`src/rtl/fetch_unit.sv`:
```
// Instruction fetch unit.
//
// Walks IDLE -> FETCH -> VALID -> FETCH ... and holds one instruction word plus
// its PC for the core. A taken target with bit 1 set parks the unit in HALT
// with the sticky misaligned flag raised, until reset.
//
// Ports:
//   clk, rst_n            clock, synchronous active-low reset
//   imem_req/imem_addr    fetch request and address (address always equals pc)
//   imem_rvalid/rdata     instruction memory response, only used in FETCH
//   pc, pc_plus4, instr   held instruction and its address
//   instr_valid           pc/instr valid for the core (state VALID)
//   instr_ack             core consumed instr; next-PC inputs valid this cycle
//   pc_src, imm_ext,      next-PC select and operands
//   alu_result
//   misaligned            sticky misaligned-target flag
module fetch_unit #(
    parameter logic [31:0] RESET_PC  = 32'h0000_0000,
    parameter logic [31:0] NOP_INSTR = 32'h0000_0013
) (
    input  logic        clk,
    input  logic        rst_n,
    output logic        imem_req,
    output logic [31:0] imem_addr,
    input  logic        imem_rvalid,
    input  logic [31:0] imem_rdata,
    output logic [31:0] pc,
    output logic [31:0] pc_plus4,
    output logic [31:0] instr,
    output logic        instr_valid,
    input  logic        instr_ack,
    input  logic [1:0]  pc_src,
    input  logic [31:0] imm_ext,
    input  logic [31:0] alu_result,
    output logic        misaligned
);

    typedef enum logic [1:0] {StIdle, StFetch, StValid, StHalt} state_e;

    state_e      state_q, state_d;
    logic [31:0] pc_q, pc_d;
    logic [31:0] instr_q, instr_d;
    logic        misaligned_q, misaligned_d;
    logic        imem_req_q;
    logic        instr_valid_q;
    logic [31:0] next_pc;

    // Next-PC select; adds wrap at 32 bits.
    always_comb begin
        case (pc_src)
            2'b01:   next_pc = pc_q + imm_ext;
            2'b10:   next_pc = {alu_result[31:1], 1'b0};
            default: next_pc = pc_q + 32'd4;
        endcase
        // Targets are always halfword aligned; bit 1 is what gets trapped.
        next_pc[0] = 1'b0;
    end

    always_comb begin
        state_d      = state_q;
        pc_d         = pc_q;
        instr_d      = instr_q;
        misaligned_d = misaligned_q;
        case (state_q)
            StIdle: state_d = StFetch;
            StFetch: begin
                if (imem_rvalid) begin
                    instr_d = imem_rdata;
                    state_d = StValid;
                end
            end
            StValid: begin
                if (instr_ack) begin
                    if (next_pc[1]) begin
                        // Leave pc on the offending instruction for debug.
                        misaligned_d = 1'b1;
                        state_d      = StHalt;
                    end else begin
                        pc_d    = next_pc;
                        state_d = StFetch;
                    end
                end
            end
            default: state_d = StHalt;
        endcase
    end

    // Handshake outputs are registered from the next state.
    always_ff @(posedge clk) begin
        if (!rst_n) begin
            state_q       <= StIdle;
            pc_q          <= RESET_PC;
            instr_q       <= NOP_INSTR;
            misaligned_q  <= 1'b0;
            imem_req_q    <= 1'b0;
            instr_valid_q <= 1'b0;
        end else begin
            state_q       <= state_d;
            pc_q          <= pc_d;
            instr_q       <= instr_d;
            misaligned_q  <= misaligned_d;
            imem_req_q    <= (state_d == StFetch);
            instr_valid_q <= (state_d == StValid);
        end
    end

    assign imem_req    = imem_req_q;
    assign imem_addr   = pc_q;
    assign pc          = pc_q;
    assign pc_plus4    = pc_q + 32'd4;
    assign instr       = instr_q;
    assign instr_valid = instr_valid_q;
    assign misaligned  = misaligned_q;

endmodule

```
`config.mk`:
```
export PLATFORM = sky130hd
export DESIGN_NAME = fetch_unit
export DESIGN_NICKNAME = d
export VERILOG_FILES = /design/src/rtl/fetch_unit.sv
export SDC_FILE = /design/constraint.sdc
export NUM_CORES = 1
export LEC_CHECK = 0
export BUFFER_PORTS_ARGS = -buffer_cell sky130_fd_sc_hd__buf_4
export CAP_MARGIN = 20
export CORE_ASPECT_RATIO = 0.9
export CORE_MARGIN = 8
export CORE_UTILIZATION = 52
export CTS_CLUSTER_DIAMETER = 60
export CTS_CLUSTER_SIZE = 12
export DETAILED_ROUTE_END_ITERATION = 10
export PLACE_DENSITY = 0.92
export SLEW_MARGIN = 20
export SYNTH_ARGS = -nofsm -noshare
export SYNTH_HDL_FRONTEND = slang
export SYNTH_SLANG_ARGS = --single-unit
```
`constraint.sdc`:
```
create_clock -name clk -period 4.8 [get_ports clk]
set_input_delay 0.96 -clock clk [delete_from_list [all_inputs] [get_ports clk]]
set_output_delay 0.96 -clock clk [all_outputs]
set_load 0.01 [all_outputs]
```
==> results of run 1 <==
==> routing by layer <==
layer	track usage [%]	wire, µm	up-vias
li1	-	-	2818
met1	32.2	7830	2742
met2	43.1	8780	340
met3	4.70	1680	43
met4	8.52	448	0
met5	0	0	-
==> worst paths after layout <==
path / slack [ns] / from / end / depth (start not counted)
setup reg to reg: 1.78 / imem_addr[8] / imem_addr[31] / 10
setup / recovery: 0.95 / imem_addr[13] / pc_plus4[31] / 8
hold reg to reg: 0.45 / instr[19] / instr[19] / 2
hold / removal: 0.45 / instr[19] / instr[19] / 2
==> registers in the layout (all words and copies together) (netlist names) <==
| register | count |
|---|---|
| instr_valid | 1 |
| instr | 32 |
| imem_addr | 30 |
| imem_req | 1 |
| state_q | 2 |
| misaligned | 1 |
==> placed cells by master (no fill, tap or decap), drive strengths merged, types with 8 or more instances in the layout <==
master / n
buf: 231
nand2: 110
a21oi: 72
dfxtp: 67
nor2: 44
o21ai: 35
xnor2: 34
ha: 32
nand3: 23
inv: 22
xor2: 21
a221oi: 16
nor3: 12
o21a: 11
o22ai: 11
a22oi: 10
a31oi: 10
clkbuf: 9
nand4: 9
and3: 8
==> cell type report <==
class,count,area share [%]
clock buffer,9,3.17
inverter,19,1.00
sequential,67,18.9
tap,129,2.27
timing repair buffer,231,24.4
clock inverter,7,1.51
multi-input combinational,542,48.8
==> metrics by stage <==
step	setup WS (ns)	std cells	power, µW	hold WS [ns]	util [%]
after floorplan	1.66	703	815	0.481	-
after global placement	1.29	988	964	0.442	67.3
after detailed placement	1.22	988	971	0.448	67.3
after CTS	0.998	1004	1720	0.456	70.6
after global routing	0.867	1004	1780	0.471	70.6
final	0.953	1004	1720	0.454	70.6
==> kinds of logic after synthesis <==
family / after synthesis / synth area share (%)
muxes: 1 / 0.190
xor gates and xnor gates: 55 / 9.13
AOI/OAI and AO/OA: 210 / 26.6
other: 1 / 0.0711
buffers and inverters: 94 / 9.30
and+or+nand+nor: 237 / 21.3
DFF: 67 / 25.4
adders and majority gates: 33 / 7.97
==> where the power goes <==
| part | leakage (µW) | switching, µW | internal, µW | total, µW |
|---|---|---|---|---|
| sequential | 0.000545 | 21.8 | 579 | 601 |
| clock | 0.000160 | 288 | 466 | 754 |
| combinational | 0.00264 | 196 | 170 | 365 |
==> worst max-delay path: stages, from the launching register on <==
cell     delay [ns]
dfxtp_1        0.54
nand2_1        0.15
nor2_1         0.19
nand3_2        0.19
nor4_4         0.52
and3_1         0.33
and3_1         0.24
xor2_1         0.22
buf_4          0.16
==> reports/metrics.yaml, run 1 <==
run_status:
  status: "complete, no violations"
placement:
  place_hpwl_um: 13800
  place_congestion: 0.895
  dpl_cell_area_um2: 6780
  io_buffers: 224
finish:
  drive_above_1_share_pct: 31.0
  fin_nets: 1005
  fillers: 831
  seqCellArea_um2: 1340
  finalInstanceArea_um2: 7110
  areaGrowthSynthToFinish_pct: 34.7
  n_antenna_cell: 0
  multi_input_area_um2: 3470
floorplan:
  dieArea_um2: 13600
  core_um2: 10100
  dieHeight_um: 112
  initial_core_util_pct: 52.4
  ios: 233
  die_x_um: 122
  rows: 35
route:
  wl_per_cell_um: 18.7
  drcViolationCount: 0
  vias: 5943
  drt_first_pass_iters: 6
  vias_per_cell: 5.92
  totalWireLength_um: 18700
  first_iter_violations: 494
  ant_nets: 0
run:
  maxCapViolCount: 0
yosys:
  ys_seq_elements: 67
  synthMostInstantiatedCell: "nand2_1"
  postSynthAreaPerCell_um2: 7.56
  synth-main-ff-cell: "dfxtp_1"
  yosysTopAreaCellShare_pct: 25.4
  synthCells: 698
  synth.yosys.seq_area_share_pct: 25.4
  async_flop_share_pct: 0
  yosysWarnings: 0
  syn_area_um2: 5280
  synthTopCellsByArea: "dfxtp_1 (25%), nand2_1 (7.8%), ha_1 (7.6%), a21oi_1 (6.7%), xnor2_1 (5.6%)"
  yosysTopAreaCell: "dfxtp_1"
  synth.distinct_cells: 71
  synth_common_cells: "nand2_1 (110), a21oi_1 (71), dfxtp_1 (67)"
  synth_edf_count: 0
grt:
  grt_pass1_wl_um: 28600
  overflow: 0
  antenna_found_initial: 0
  grt_pass1_vias: 5644
  grtUsageTotal_pct: 25.7
  grt_max_degree: 33
cts:
  cts_inserted_buffers: 9
  clk_path_buf_depth: 2
  post_cts_resized: 0
  clock_latency_ns: 0.33
  postCtsHoldBufs: 0
  cts_htree_levels: 3
  cts-root-buf: "clkbuf_16"
  clock-sinks: 67
  clkTransAtPathRegs_ns: 0.06
  cts_setup_buffers: 0
  cts_tree: "yes"
critical_path:
  crit_path_max_fanout: 9
  crit_path_end_kind: "primary output"
  cp.arrival_ns: 2.89
  crit_type: "register to primary output"
  critPathLaunchType: "register"
  cp.required_ns: 3.84
sta:
  hold_viol: 0
  setup_viol_count_final: 0
  drv_slew: 0
  skew_ns: 0.00894
  period_minus_slack_ns: 3.85
  fin_crit_sh_pct: 80.1
  rsz0062_at_grt: "false"
  relSlewSlack_pct: 49.7
  tightest_slew_ns: 0.751
  finalSetupTns_ns: 0
  timing.fmax_mhz: 260
pwr:
  vdd_drop_max_uv: 211
  leakagePower_uw: 0.00335
  power_density_nw_per_um2: 242
hold_path:
  hold_class: "register to register"
No activity file was read; power rests on OpenSTA's default activity.
==> run 2: changes to the inputs <==
--- a/config.mk
+++ b/config.mk
@@ -5,15 +5,16 @@
 export SDC_FILE = /design/constraint.sdc
 export NUM_CORES = 1
 export LEC_CHECK = 0
+export ABC_AREA = 1
 export BUFFER_PORTS_ARGS = -buffer_cell sky130_fd_sc_hd__buf_4
 export CAP_MARGIN = 20
 export CORE_ASPECT_RATIO = 0.9
 export CORE_MARGIN = 8
-export CORE_UTILIZATION = 52
+export CORE_UTILIZATION = 46
 export CTS_CLUSTER_DIAMETER = 60
 export CTS_CLUSTER_SIZE = 12
 export DETAILED_ROUTE_END_ITERATION = 10
-export PLACE_DENSITY = 0.92
+export PLACE_DENSITY = 0.84
 export SLEW_MARGIN = 20
 export SYNTH_ARGS = -nofsm -noshare
 export SYNTH_HDL_FRONTEND = slang
==> constraint.sdc (replaced) <==
create_clock -name clk -period 3.1 [get_ports clk]
set_input_delay 0.62 -clock clk [delete_from_list [all_inputs] [get_ports clk]]
set_output_delay 0.62 -clock clk [all_outputs]
set_load 0.01 [all_outputs]
==> run 2 against run 1 <==
  * Worst hold slack gained 0.0082 ns
  * Clock power grew 27%
  * Via count grew 24%
  * Synthesized cell count grew 48%
  * Clock-buffer cell count is the same
  * First-iteration DRC count grew 51%
  * Wire length grew 21%
  * Synthesized area grew 14%
  * Core utilization shrank 8.2 points
  * Die area grew 25%
  * Highest routed layer unchanged
  * Non-clock buffer count grew 8
==> reports/metrics.yaml, run 2 <==
grt:
  grt_pass1_vias: 6721  # +19%
  grt_pass1_wl_um: 35100  # +23%
  antenna_found_initial: 0  # unchanged
  overflow: 0  # unchanged
  grtUsageTotal_pct: 25.7  # -0.031 points
  grt_max_degree: 48  # +45%
yosys:
  synthMostInstantiatedCell: "nand2_1"
  synth-main-ff-cell: "dfxtp_1"
  synth.yosys.seq_area_share_pct: 22.2  # -3.2 points
  synth_common_cells: "nand2_1 (302), nor2_1 (127), inv_1 (112)"
  synthTopCellsByArea: "dfxtp_1 (22%), nand2_1 (19%), nor2_1 (7.9%), inv_1 (7.0%), o21ai_0 (6.7%)"
  syn_area_um2: 6030  # +14%
  synth_edf_count: 0  # unchanged
  yosysTopAreaCell: "dfxtp_1"
  async_flop_share_pct: 0  # unchanged
  ys_seq_elements: 67  # unchanged
  synthCells: 1031  # +48%
  yosysTopAreaCellShare_pct: 22.2  # -3.2 points
  postSynthAreaPerCell_um2: 5.85  # -23%
  synth.distinct_cells: 42  # -41%
  yosysWarnings: 0  # unchanged
critical_path:
  crit_type: "register to primary output"
  critPathLaunchType: "register"
  cp.arrival_ns: 2.27  # -0.62 ns
  r2r_slack_ns: 0.58  # -1.20 ns
  critPathLaunch: "imem_addr[7]"
  crit_end: "pc_plus4[31]"
  r2r-end: "imem_addr[30]"
  r2r_start: "imem_addr[2]"
  cp.required_ns: 2.48  # -1.36 ns
  crit_path_end_kind: "primary output"
  reg2regPathDepth: 15  # +5
  crit_path_max_fanout: 8  # -1
cts:
  postCtsHoldBufs: 0  # unchanged
  cts_setup_buffers: 0  # unchanged
  cts_htree_levels: 3  # unchanged
  cts_tree: "yes"
  cts-root-buf: "clkbuf_16"
  clock-sinks: 67  # unchanged
  post_cts_resized: 0  # unchanged
  clock_latency_ns: 0.33  # about the same
  clk_path_buf_depth: 2  # unchanged
  clkTransAtPathRegs_ns: 0.06  # about the same
  cts_inserted_buffers: 9  # unchanged
floorplan:
  initial_core_util_pct: 47.4  # -5.0 points
  dieArea_um2: 17000  # +25%
  core_um2: 12700  # +26%
  ios: 233  # unchanged
  rows: 39  # +11%
  die_x_um: 137  # +12%
  dieHeight_um: 125  # +12%
hold_path:
  min_from: "instr[1]"
  hold_class: "register to register"
route:
  drt_first_pass_iters: 7  # +1
  totalWireLength_um: 22700  # +21%
  drcViolationCount: 0  # unchanged
  ant_nets: 0  # unchanged
  wl_met3_um: 2770  # +65%
  wirelength_met1_um: 9230  # +18%
  wl_met2_um: 10200  # +16%
  vias_per_cell: 5.33  # -10%
  vias: 7394  # +24%
  wl_per_cell_um: 16.3  # -12%
  first_iter_violations: 747  # +51%
  routed.top_layer: "met4"
finish:
  areaGrowthSynthToFinish_pct: 31.7
  layout_common_cells: "nand2_1 (302), buf_4 (239), nor2_1 (126)"
  n_antenna_cell: 0  # unchanged
  fin_nets: 1354  # +35%
  final_common_cell: "nand2_1"
  largest_reg_flops: 32  # unchanged
  drive_above_1_share_pct: 22.8  # -8.2 points
  postLayoutCoreUtil_pct: 62.4  # -8.2 points
pwr:
  pwr-share-seq_pct: 36.6  # +1.7 points
  internal_power_uw: 1760  # +45%
  power_frac_comb_pct: 26.5  # +5.3 points
  leakagePower_uw: 0.00425  # +27%
  p_clk_share_pct: 36.9  # -6.9 points
  switching_share_pct: 32.3  # +2.9 points
  power_density_nw_per_um2: 327  # +35%
  vdd_drop_max_uv: 390  # +85%
  net-switching-power_uw: 838  # +66%
sta:
  hold_viol: 0  # unchanged
  fin_crit_sh_pct: 93.3
  tightest_slew_ns: 0.788  # +0.0368 ns
  relSlewSlack_pct: 47.4  # -2.3 points
  setup_viol_count_final: 0  # unchanged
  rsz0062_at_grt: "false"
  period_minus_slack_ns: 2.89
  finalSetupTns_ns: 0  # unchanged
  whs_ns: 0.463  # +0.00820 ns
  drv_slew: 0  # unchanged
  skew_ns: 0.00564  # -0.00331 ns
  timing.fmax_mhz: 346
run_status:
  status: "complete, no violations"
placement:
  io_buffers: 224  # unchanged
  place_congestion: 0.990  # +11%
  place_hpwl_um: 18100  # +31%
run:
  maxCapViolCount: 0  # unchanged
==> run 2: cell count changes after synthesis, moves of 7 or more <==
cell	change
a21oi_1	+7
and3_1	-8
o21ai_0	+51
nand2_1	+192
xor2_1	-7
a22oi_1	-10
o22ai_1	-11
nand3_1	+34
inv_1	+95
o21a_1	-10
xnor2_1	-25
nor2_1	+83
a221oi_1	-12
clkbuf_1	-14
==> run 2: per-stage QoR <==
stage,total power [µW],cells,cell area [µm²],setup WS (ns)
after global placement,1640,1372,7660,0.409
after global routing,2720,1388,7950,0.0914
after detailed placement,1650,1372,7660,0.364
final,2600,1388,7950,0.209
after CTS,2610,1388,7950,0.247
after floorplan,1340,1036,6050,0.903
==> run 2: cell families after synthesis <==
kind of cell               count (synthesis)  synth area share (%)
and+or+nand+nor                          541                  37.8
buffers and inverters                    185                  13.9
AOI/OAI and AO/OA                        181                  15.7
DFF                                       67                  22.2
adders and majority gates                 33                  6.97
xor gates and xnor gates                  23                  3.34
other                                      1                0.0621
==> run 2: how the worst min path moves through the flow <==
| stage | end | slack [ns] | depth (start not counted) |
|---|---|---|---|
| 2_1_floorplan | instr[0] | 0.49 | 2 |
| 3_3_place_gp | instr[4] | 0.44 | 2 |
| 3_5_place_dp | instr[4] | 0.45 | 2 |
| 4_1_cts | instr[1] | 0.46 | 2 |
| 5_1_grt | instr[0] | 0.48 | 2 |
| 6_report | instr[1] | 0.46 | 2 |
==> run 2: area by class of cell <==
class / instances / area [µm²]
Multi-Input combinational cell: 784 / 3870
Fill cell: 1254 / 4790
Inverter: 118 / 443
Timing Repair Buffer: 239 / 1790
Clock inverter: 7 / 61.3
Sequential cell: 67 / 1340
Tap cell: 164 / 205
Clock buffer: 9 / 225
==> run 2: metal layers <==
layer	up-vias	track usage, %
met1	3255	34.1
li1	3665	-
met5	-	0
met4	0	7.68
met3	37	5.89
met2	437	40.1
==> run 2: power groups by stage <==
| stage | clock network [µW] | logic (µW) | registers, µW |
|---|---|---|---|
| after floorplan | 0 | 353 | 985 |
| after global placement | 0 | 672 | 966 |
| after detailed placement | 0 | 679 | 968 |
| after CTS | 979 | 682 | 950 |
| after global routing | 1010 | 753 | 957 |
| final | 959 | 687 | 951 |
==> run 2: critical path, cell delays in order, from the launching register on <==
cell	delay [ns]
dfxtp_1	0.58
nand2_1	0.18
nor2_2	0.26
nand3_1	0.18
nor3_1	0.37
or2_2	0.19
nand2_1	0.05
buf_4	0.14
==> run 3: changes to the inputs <==
--- a/config.mk
+++ b/config.mk
@@ -5,16 +5,15 @@
 export SDC_FILE = /design/constraint.sdc
 export NUM_CORES = 1
 export LEC_CHECK = 0
-export ABC_AREA = 1
 export BUFFER_PORTS_ARGS = -buffer_cell sky130_fd_sc_hd__buf_4
 export CAP_MARGIN = 20
 export CORE_ASPECT_RATIO = 0.9
 export CORE_MARGIN = 8
-export CORE_UTILIZATION = 46
+export CORE_UTILIZATION = 44
 export CTS_CLUSTER_DIAMETER = 60
 export CTS_CLUSTER_SIZE = 12
 export DETAILED_ROUTE_END_ITERATION = 10
-export PLACE_DENSITY = 0.84
+export PLACE_DENSITY = 0.83
 export SLEW_MARGIN = 20
 export SYNTH_ARGS = -nofsm -noshare
 export SYNTH_HDL_FRONTEND = slang
==> constraint.sdc (replaced) <==
create_clock -name clk -period 3.1 [get_ports clk]
set_input_delay 0.62 -clock clk [delete_from_list [all_inputs] [get_ports clk]]
set_output_delay 0.62 -clock clk [all_outputs]
set_load 0.005 [all_outputs]
==> run 3 against run 2 <==
  * Sequential power is 2.5% lower
  * Total power fell by 2.5%
  * Via count fell by 19%
  * Final cell count down 22%
  * Worst setup slack worse by 0.080 ns
  * Sequential share of layout area grew 1.2 points
  * Die area down 7.6%
  * Flip-flop and latch count unchanged
  * Combinational power down 17%
  * Clock power increased by 8%
  * Clock-buffer cell count unchanged
  * Critical path type unchanged
  * Highest routed layer unchanged
==> reports/metrics.yaml, run 3 (synthesis gave the netlist of run 1 again) <==
finish:
  largest_reg_flops: 32  # unchanged
  finalNonFillerCells: 1077  # -22%
  layout_common_cells: "buf_4 (273), nand2_1 (109), a21oi_1 (71)"
  n_antenna_cell: 0  # unchanged
  fin_nets: 1047  # -23%
  final_common_cell: "buf_4"
  drive_above_1_share_pct: 35.1  # +12 points
  areaGrowthSynthToFinish_pct: 41.4
  fillers: 1099  # -12%
floorplan:
  dieHeight_um: 120  # -3.8%
  ios: 233  # unchanged
  die_x_um: 131  # -3.9%
  rows: 38  # -2.6%
  core_um2: 11900  # -6.7%
  initial_core_util_pct: 44.4  # -3.0 points
  dieArea_um2: 15800  # -7.6%
route:
  vias: 5956  # -19%
  totalWireLength_um: 19000  # -16%
  first_iter_violations: 523  # -30%
  drt_first_pass_iters: 5  # -2
  ant_nets: 0  # unchanged
  vias_per_cell: 5.53  # +3.8%
  wl_per_cell_um: 17.7  # +8.2%
  drcViolationCount: 0  # unchanged
sta:
  tightest_slew_ns: 0.651  # -0.137 ns
  skew_ns: 0.00684  # +0.00121 ns
  setup_slack_ns: 0.129  # -0.0799 ns
  relSlewSlack_pct: 56.5  # +9.1 points
  rsz0062_at_grt: "false"
  fin_crit_sh_pct: 95.8  # +2.6 points
  setup_viol_count_final: 0  # unchanged
  timing.fmax_mhz: 337  # -2.7%
  drv_slew: 0  # unchanged
  hold_viol: 0  # unchanged
  whs_ns: 0.452  # -0.0108 ns
  period_minus_slack_ns: 2.97  # +0.0799 ns
critical_path:
  crit_buf_inv: 1  # unchanged
  critPathLaunchType: "register"
  worst_path_max_delay_cell: "dfxtp_1"
  crit_type: "register to primary output"
  crit_path_end_kind: "primary output"
  path_cells: "ha_1, nand2_1, or2_4, nor3_4, nand3_1, xnor2_1, buf_4"
  cp.arrival_ns: 2.35  # +0.08 ns
  cp.required_ns: 2.48  # about the same
  crit_path_max_fanout: 7  # -1
  crit_family: "simple AND/OR/NAND/NOR gates"
  r2r_slack_ns: 0.29  # -0.29 ns
  slowest_delay_ns: 0.48  # -0.10 ns
cts:
  clk_path_buf_depth: 2  # unchanged
  clock-sinks: 67  # unchanged
  cts_inserted_buffers: 9  # unchanged
  cts_tree: "yes"
  clock_latency_ns: 0.32  # about the same
  postCtsHoldBufs: 0  # unchanged
  cts_htree_levels: 3  # unchanged
  cts_setup_buffers: 0  # unchanged
  cts-root-buf: "clkbuf_16"
  clkTransAtPathRegs_ns: 0.06  # about the same
pwr:
  leakagePower_uw: 0.00355  # -16%
  power_density_nw_per_um2: 340  # +3.9%
  vdd_drop_max_uv: 267  # -32%
placement:
  post-place-cells: 1061  # -23%
  place_congestion: 1.00  # +1.0%
  place_ws_ns: -0.00165  # -0.366 ns
  place_hpwl_um: 14600  # -19%
  io_buffers: 224  # unchanged
grt:
  grtUsageTotal_pct: 22.8  # -2.9 points
  grt_max_degree: 53  # +10%
  met3_usage_pct: 6.14  # +0.25 points
  grt_use_met2_pct: 37.9  # -2.2 points
  top_usage_layer: "met2"
  grt_pass1_wl_um: 29800  # -15%
  grt_pass1_vias: 5729  # -15%
  antenna_found_initial: 0  # unchanged
  met1_usage_pct: 28.3  # -5.8 points
  overflow: 0  # unchanged
hold_path:
  hold_class: "register to register"
run_status:
  status: "complete, no violations"
run:
  maxCapViolCount: 0  # unchanged
run 3: changes by cell type in the layout (fill, tap and decap cells not counted), sizes merged, moves of 10 or more:
| cell | delta |
|---|---|
| a221oi | +15 |
| a22oi | +10 |
| buf | +34 |
| inv | -100 |
| nand2 | -196 |
| nand3 | -36 |
| nor2 | -86 |
| o21a | +10 |
| o21ai | -49 |
| o22ai | +11 |
| xnor2 | +25 |
run 3: layer usage:
metal	part of all wire [%]	routed length, µm
met2	47	8980
met5	0	0
met1	43	8180
met3	8.3	1590
met4	1.6	305
run 3: final timing paths:
check | start | to | cells past startpoint
max | imem_addr[3] | pc_plus4[22] | 7
max reg2reg | imem_addr[8] | imem_addr[31] | 11
min | instr[19] | instr[19] | 2
min reg2reg | instr[19] | instr[19] | 2
run 3: repair_timing:
action / in CTS / in global routing
pin swaps: 0 / 2
gates resized for setup: 3 / 8
setup endpoints to repair: 1 / 7
run 3: power breakdown:
part | total, µW | switching (µW) | internal (µW) | leakage (µW)
registers | 927 | 30.7 | 896 | 0.000547
clock network | 1040 | 409 | 628 | 0.000150
logic | 568 | 286 | 282 | 0.00285
total | 2530 | 725 | 1810 | 0.00355
run 3: area by class of cell:
class                           count  area [µm²]  area share (%)
Sequential cell                    67        1350            18.1
Multi-Input combinational cell    542        3490            46.8
Inverter                           19        71.3           0.956
Clock buffer                        9         225            3.02
Clock inverter                      7        75.1            1.01
Tap cell                          160         200            2.68
Timing Repair Buffer              273        2050            27.5
run 3: through the flow:
step / utilization, % / area, µm² / total power (µW) / TNS [ns]
after global routing: 62.7 / 7460 / 2640 / 0
after global placement: 60.0 / 7130 / 1500 / 0
final: 62.7 / 7460 / 2530 / 0
after floorplan: - / 5300 / 1240 / 0
after detailed placement: 60.0 / 7130 / 1510 / -0.00165
after CTS: 62.5 / 7430 / 2550 / 0
run 3: worst reg2reg max path, stage by stage, from the launching register on:
cell      delay (ns)
dfxtp_2         0.37
ha_1            0.31
o21a_1          0.11
o21ai_0         0.15
or3_1           0.39
o21ai_1         0.30
a21oi_1         0.19
o311ai_1        0.36
buf_4           0.18
a21oi_1         0.07
xnor2_1         0.15
o22ai_1         0.09
